File: config.mk
export PLATFORM = sky130hd
export DESIGN_NAME = rx_byte_fifo
export DESIGN_NICKNAME = d
export VERILOG_FILES = /design/src/rtl/rx_byte_fifo.sv
export SDC_FILE = /design/constraint.sdc
export NUM_CORES = 1
export LEC_CHECK = 0
export CAP_MARGIN = 5
export CORE_ASPECT_RATIO = 1.4
export CORE_MARGIN = 4
export CORE_UTILIZATION = 60
export CTS_CLUSTER_DIAMETER = 60
export DETAILED_ROUTE_END_ITERATION = 7
export PLACE_DENSITY_LB_ADDON = 0.08
export SYNTH_ARGS = -nofsm -noshare
export SYNTH_HDL_FRONTEND = slang
export SYNTH_SLANG_ARGS = --single-unit
File: constraint.sdc
create_clock -name clk -period 3.46 [get_ports clk]
set_clock_uncertainty 0.1 [all_clocks]
set_input_delay 0.865 -clock clk [delete_from_list [all_inputs] [get_ports clk]]
set_output_delay 0.865 -clock clk [all_outputs]
set_load 0.01 [all_outputs]
File: src/rtl/rx_byte_fifo.sv
// Receive-side first-word-fall-through byte FIFO sitting behind the serial receiver.
// Buffers bytes while the consumer is busy; reports occupancy and sticky over/underflow.
module rx_byte_fifo #(
  parameter int unsigned DEPTH  = 16,
  parameter int unsigned ADDR_W = 4
) (
  input  logic              clk,
  input  logic              reset,
  input  logic [7:0]        din,
  input  logic              load,
  input  logic              rd_en,
  input  logic              clear,
  output logic [7:0]        dout,
  output logic              empty,
  output logic              full,
  output logic [ADDR_W:0]   count,
  output logic              overflow,
  output logic              underflow
);

  localparam logic [ADDR_W:0]   FullCount = (ADDR_W + 1)'(DEPTH);
  localparam logic [ADDR_W:0]   CountOne  = (ADDR_W + 1)'(1);
  localparam logic [ADDR_W-1:0] PtrOne    = ADDR_W'(1);

  logic [7:0]        mem [DEPTH];
  logic [ADDR_W-1:0] wr_ptr_q, wr_ptr_d;
  logic [ADDR_W-1:0] rd_ptr_q, rd_ptr_d;
  logic [ADDR_W:0]   count_q, count_d;
  logic              overflow_q, overflow_d;
  logic              underflow_q, underflow_d;
  logic              wr_accept, rd_accept;

  assign empty = (count_q == '0);
  assign full  = (count_q == FullCount);

  // A pop in the same cycle frees a slot, so a full FIFO still accepts load with rd_en.
  assign wr_accept = !clear && load && (!full || rd_en);
  assign rd_accept = !clear && rd_en && !empty;

  always_comb begin
    wr_ptr_d    = wr_ptr_q;
    rd_ptr_d    = rd_ptr_q;
    count_d     = count_q;
    overflow_d  = overflow_q;
    underflow_d = underflow_q;
    if (clear) begin
      wr_ptr_d    = '0;
      rd_ptr_d    = '0;
      count_d     = '0;
      overflow_d  = 1'b0;
      underflow_d = 1'b0;
    end else begin
      if (wr_accept) wr_ptr_d = wr_ptr_q + PtrOne;
      if (rd_accept) rd_ptr_d = rd_ptr_q + PtrOne;
      if (wr_accept && !rd_accept) begin
        count_d = count_q + CountOne;
      end else if (rd_accept && !wr_accept) begin
        count_d = count_q - CountOne;
      end
      if (load && full && !rd_en) overflow_d = 1'b1;
      if (rd_en && empty)         underflow_d = 1'b1;
    end
  end

  always_ff @(posedge clk or negedge reset) begin
    if (!reset) begin
      wr_ptr_q    <= '0;
      rd_ptr_q    <= '0;
      count_q     <= '0;
      overflow_q  <= 1'b0;
      underflow_q <= 1'b0;
    end else begin
      wr_ptr_q    <= wr_ptr_d;
      rd_ptr_q    <= rd_ptr_d;
      count_q     <= count_d;
      overflow_q  <= overflow_d;
      underflow_q <= underflow_d;
    end
  end

  // Storage is deliberately left out of reset.
  always_ff @(posedge clk) begin
    if (wr_accept) mem[wr_ptr_q] <= din;
  end

  assign dout      = empty ? 8'h00 : mem[rd_ptr_q];
  assign count     = count_q;
  assign overflow  = overflow_q;
  assign underflow = underflow_q;

endmodule

# Yosys cells after proc, flatten, opt, wreduce, memory -nomap -nowiden
# Memories as Yosys holds them, arrays and structs flattened.
# Index checks and enable logic that the tools add are counted.
[word_totals]
ramBits = 128
latch_bits = 0
elab_cells = 47
memories = 1
output_inout_bits = 17
in_bits = 13
rom_bits = 0
register_bits = 15
[op_classes]
reduce_logical = 22
shifts = 0
div = 0
eq_ne = 1
bitwise_logic = 0
mux = 14
magnitude_cmp = 0
addsub = 4
n_mul = 0
[mem_list]
columns = ["name", "words", "word_bits", "read_ports", "rd_clocked_by_memory_dff", "write_ports", "line_no", "text"]
rows = [
  ["mem", 16, 8, 1, 0, 1, "25", "logic [7:0] mem [DEPTH];"],
]
[ops]
columns = ["cell", "n"]
rows = [
  ["$mux W4", 4],
  ["$mux W5", 3],
  ["$logic_and A1 B1 Y1", 9],
  ["$add A4 B1 Y4 const B", 2],
  ["$mux W8", 1],
  ["$reduce_bool A2 Y1", 4],
  ["$logic_not A1 Y1", 6],
  ["$mux W1", 6],
  ["$add A5 B1 Y5 const B", 1],
  ["$eq A5 B5 Y1 const B", 1],
  ["$logic_not A5 Y1", 1],
  ["$sub A5 B1 Y5 const B", 1],
  ["$reduce_bool A3 Y1", 1],
  ["$logic_or A1 B1 Y1", 1],
]

# Depth between registers and ports, before layout
[logic_depth]
ltp_word = 9
ltp_mapped = 9
mapped_depth_nobuf = 8

# Worst setup path before layout
# No wires, ideal clock.
[synth_path]
path_kind = "reg-to-reg"
from = "register count_q[1] (netlist: count[1])"
to = "register count_q[4] (netlist: count[4])"
path_slack_ps = 335
t_arrival_ps = 2943
period_less_slack_ps = 3125
n_path_buf = 1
stages_incl_launch_ff = 10
cell_sequence = "dfrtp_1 > or4_1 > clkbuf_1 > o21ai_0 > or3b_1 > ha_1 > a21oi_1 > a21oi_1 > a311o_1 > a31oi_1"
[synth_via]
elab_chain_cells = 7
word_cells_on_any_way = 17
classes_between = "add/sub (2); eq/ne (1); mux (3); reduce/logical (11)"
[synth_lines]
columns = ["item", "line_no", "text"]
rows = [
  ["start: declaration", "28", "logic [ADDR_W:0] count_q, count_d;"],
  ["start signal: assignment", "75", "count_q <= count_d;"],
  ["branches (longest 7 deep; another with $sub A5 B1 Y5)", "--", ""],
]
# Several ways; the timed one is not identified. The select of a mux whose other input is x is not followed.
# A chain may end at the register's enable or synchronous reset.

# Worst setup path after layout
[layout_path]
from = "register rd_ptr_q[0]"
to = "output dout[7]"
[layout_via]
elab_chain_cells = 2
[layout_lines]
columns = ["item", "line_no", "text"]
rows = [
  ["start: declaration", "27", "logic [ADDR_W-1:0] rd_ptr_q, rd_ptr_d;"],
  ["start signal: assignment", "74", "rd_ptr_q <= rd_ptr_d;"],
  ["$mem_v2 Z16 W8", "--", ""],
  ["$mux W8", "86", "assign dout = empty ? 8'h00 : mem[rd_ptr_q];"],
  ["end: declaration", "13", "output logic [7:0] dout,"],
]
# No other way between the ends.

==> results_dict.tcl <==
set metrics [dict create \
    outcome "completed" \
    io_buffers 29 \
    cp_common_cell "mux4_2" \
    holdCritPathClass "reg -> reg" \
    drt_wl_total_um 13600 \
    grt_pass1_vias 3564 \
    drive_above_1_share 0.324 \
    worstHoldStart "underflow" \
    wl_per_cell_um 25.2 \
    path_buf_inv 2 \
    cts_tree "done" \
    max_stage_delay_ps 540 \
    path_delay_family "multiplexers" \
    design_area_um2 7450 \
    power_frac_comb 0.268 \
    min_path_cells 2 \
    n_fill_cell 584 \
    synth_nets 344 \
    synth_top_area_frac 0.640 \
    min_period_ps 3450 \
    die_area_um2 11700 \
    slew_violations 0 \
    cts_sinks 143 \
    cp_max_fo 6 \
    stdcell_count 539 \
    cts_buffers 17 \
    firstDrtPassIters 5 \
    grt_pass1_wl_um 21100 \
    switchingPower_mw 1.43 \
    std_cell_rows 43 \
    worst_r2r_path_depth 8 \
    routed-wl-met3_um 860 \
    clkTransAtPathRegs_ps 60 \
    clk_latency_ps 410 \
    synth_area_per_cell_um2 18.7 \
    required_ps 2490 \
    die_x_um 92.6 \
    fmax_mhz 290 \
    yosys.area.top_type "edfxtp_1" \
    met1Wirelength_um 5010 \
    drt_iter0_drc 340 \
    hold_violations 0 \
    ff_latch_area_um2 4220 \
    drc 0 \
    htree_levels 4 \
    period_share 0.996 \
    nets 414 \
    placed_area_um2 6680 \
    ys_ff_latch 143 \
    hpwl_um 8260 \
    grt_use_total 0.256 \
    startpoint_type "register" \
    multi_input_area_um2 1700 \
    cp_slowest_cell "mux4_2" \
    ir_drop_mv 0.454 \
    finalSetupViolCount 0 \
    cap_violations 0 \
    grt_overflow_total 0 \
    viasPerCell 6.20 \
    wl_met2_um 7300 \
    power.density_nw_per_um2 757 \
    p_sw_frac 0.255 \
    ys_types 42 \
    coreArea_um2 9850 \
    cp-end-kind "output pin" \
    worstSetupStartpoint "rd_ptr_q[0]" \
    dp_cells 501 \
    syn-cell-area_um2 6010 \
    synth_area_leaders "edfxtp_1 (64%), mux4_2 (15%), dfrtp_1 (6.2%)" \
    synthCells 321 \
    p_int_mw 4.20 \
    area_growth_pct 23.9 \
    clkPwrFrac 0.377 \
    yosysSeqAreaShare 0.702 \
    yosysWarnings 0 \
    routed.top_layer "met4" \
    arrival_ps 2480 \
    critical_path_depth 5 \
    p_seq_frac 0.356 \
    power_leakage_nw 2.53 \
    tightest_slew_ps 777 \
    initial_utilization 0.610 \
    cts_root_buffer "clkbuf_16" \
    final_util 0.756 \
    cts-hold-fix-buffers 0 \
    worstSetupPathType "reg -> out" \
    path_cells "buf_6, mux4_2, mux4_2, and2_4, clkdlybuf4s15_2" \
    antenna_violating_nets_post_route 0 \
    pin_count 30 \
    vias 3342 \
    antenna_found_initial 0 \
    rsz0062_at_grt "true" \
    relSlewSlack 0.480 \
    r2r-start "count[0]" \
    grt_max_degree 20 \
    cts_max_path_buffers 2 \
    diodes 0 \
    die_h_um 126 \
    gp_congestion 0.807 \
]
[final cells by class]
| cell class | instances | share of cell area |
|---|---|---|
| flip-flops and latches | 143 | 0.567 |
| multi-input cells | 154 | 0.229 |
| repair buffers | 70 | 0.0854 |
| clock buffers | 22 | 0.0623 |
| clock inverters | 10 | 0.0314 |
| well taps | 135 | 0.0227 |
| inverters | 5 | 0.00252 |
[layer usage]
metal,global-route usage,vias to the layer above
met3,0.0647,29
met4,0.107,0
met5,0,-
met1,0.315,1721
met2,0.434,153
li1,-,1439
[tightest hold or removal path, delay by kind of cell (launching register included)]
family | cells | cell delay, ps
flops | 1 | 350
simple gates | 1 | 70
compound gates | 1 | 40
[cells in the mapped netlist]
cell / n
a311o_1: 1
xor2_1: 4
and2_1: 8
dfrtp_1: 15
nor4_1: 3
buf_4: 1
nor3b_1: 1
inv_1: 4
o31ai_4: 1
a31oi_1: 4
fa_1: 1
or3b_1: 1
or4_1: 1
nand2b_1: 7
nand2_1: 6
buf_6: 3
edfxtp_1: 128
buf_2: 1
nor4_2: 1
a21oi_1: 9
xnor2_1: 3
o21ai_0: 2
nor2_1: 14
mux2i_1: 3
mux4_2: 40
o211ai_1: 1
nand3_1: 6
clkbuf_1: 14
a21boi_0: 1
nor2b_1: 3
a211oi_1: 1
o22ai_1: 1
nand4_1: 1
o311ai_0: 1
a41oi_1: 1
mux2_2: 1
nor3_1: 15
a32o_1: 1
or3b_2: 1
and3_1: 1
ha_1: 9
clkinv_1: 1
[per-stage QoR]
stage	worst slack [ps]	total power, mW	setup TNS (ps)	hold slack, ps
after global routing	-61.3	5.87	-131	476
after detailed placement	93.4	3.45	0	393
final	13.8	5.63	0	402
after global placement	118	3.43	0	383
after floorplan	335	2.90	0	429
after CTS	-129	5.69	-655	411
[power by group through the flow]
stage	sequential, mW	combinational [mW]	clock [mW]
5_1_grt	2.01	1.62	2.24
2_1_floorplan	2.03	0.864	0
4_1_cts	2.00	1.55	2.14
3_5_place_dp	2.04	1.42	0
3_3_place_gp	2.03	1.39	0
6_report	2.00	1.51	2.12
[cells by family (layout without fill, tap and decap cells)]
logic type	count (synthesis)	in the layout	share of synthesized area
flops	143	143	0.702
simple gates	69	69	0.0614
mux	44	44	0.157
compound gates	24	24	0.0279
buf+inv	24	107	0.0196
fa+ha+maj	10	10	0.0221
xor+xnor	7	7	0.0102
[cell usage in the layout (no fill, tap or decap), types with 2 or more instances in the layout]
cell	count
bufinv_16	7
mux4_2	40
edfxtp_1	128
nor3_1	15
nand2b_1	7
clkbuf_2	3
a21oi_1	9
and2_4	4
buf_4	32
dfrtp_1	14
nor2_1	14
nand3_1	6
nand2_1	5
clkinvlp_4	2
clkbuf_16	17
clkdlybuf4s50_1	21
and2_1	4
clkbuf_1	3
o21ai_0	2
buf_8	2
inv_1	4
buf_2	2
nor4_2	4
ha_1	9
nor2b_1	3
xnor2_1	3
clkbuf_8	2
xor2_1	4
buf_6	7
buf_12	2
mux2i_1	3
a31oi_1	4
[registers in the layout, summed over array words and instances (netlist names)]
| name | flops |
|---|---|
| count | 5 |
| mem | 128 |
| overflow | 1 |
| rd_ptr_q | 4 |
| underflow | 1 |
| wr_ptr_q | 4 |
[worst paths after layout]
| path | slack [ps] | endpoint |
|---|---|---|
| setup / recovery | 10 | dout[7] |
| hold / removal | 400 | underflow |
| setup reg to reg | 290 | count[4] |
| hold reg to reg | 400 | underflow |
| min in group asynchronous | 810 | rd_ptr_q[3] |
| max in group asynchronous | 1910 | rd_ptr_q[0] |
[timing repair]
action / in CTS / in global routing
setup endpoints to repair: 8 / 9
hold endpoints to repair: 0 / 0
resized for setup: 23 / 23
buffers inserted: 6 / 1
gates cloned: 2 / 0
No activity file was read; power rests on OpenSTA's default activity.
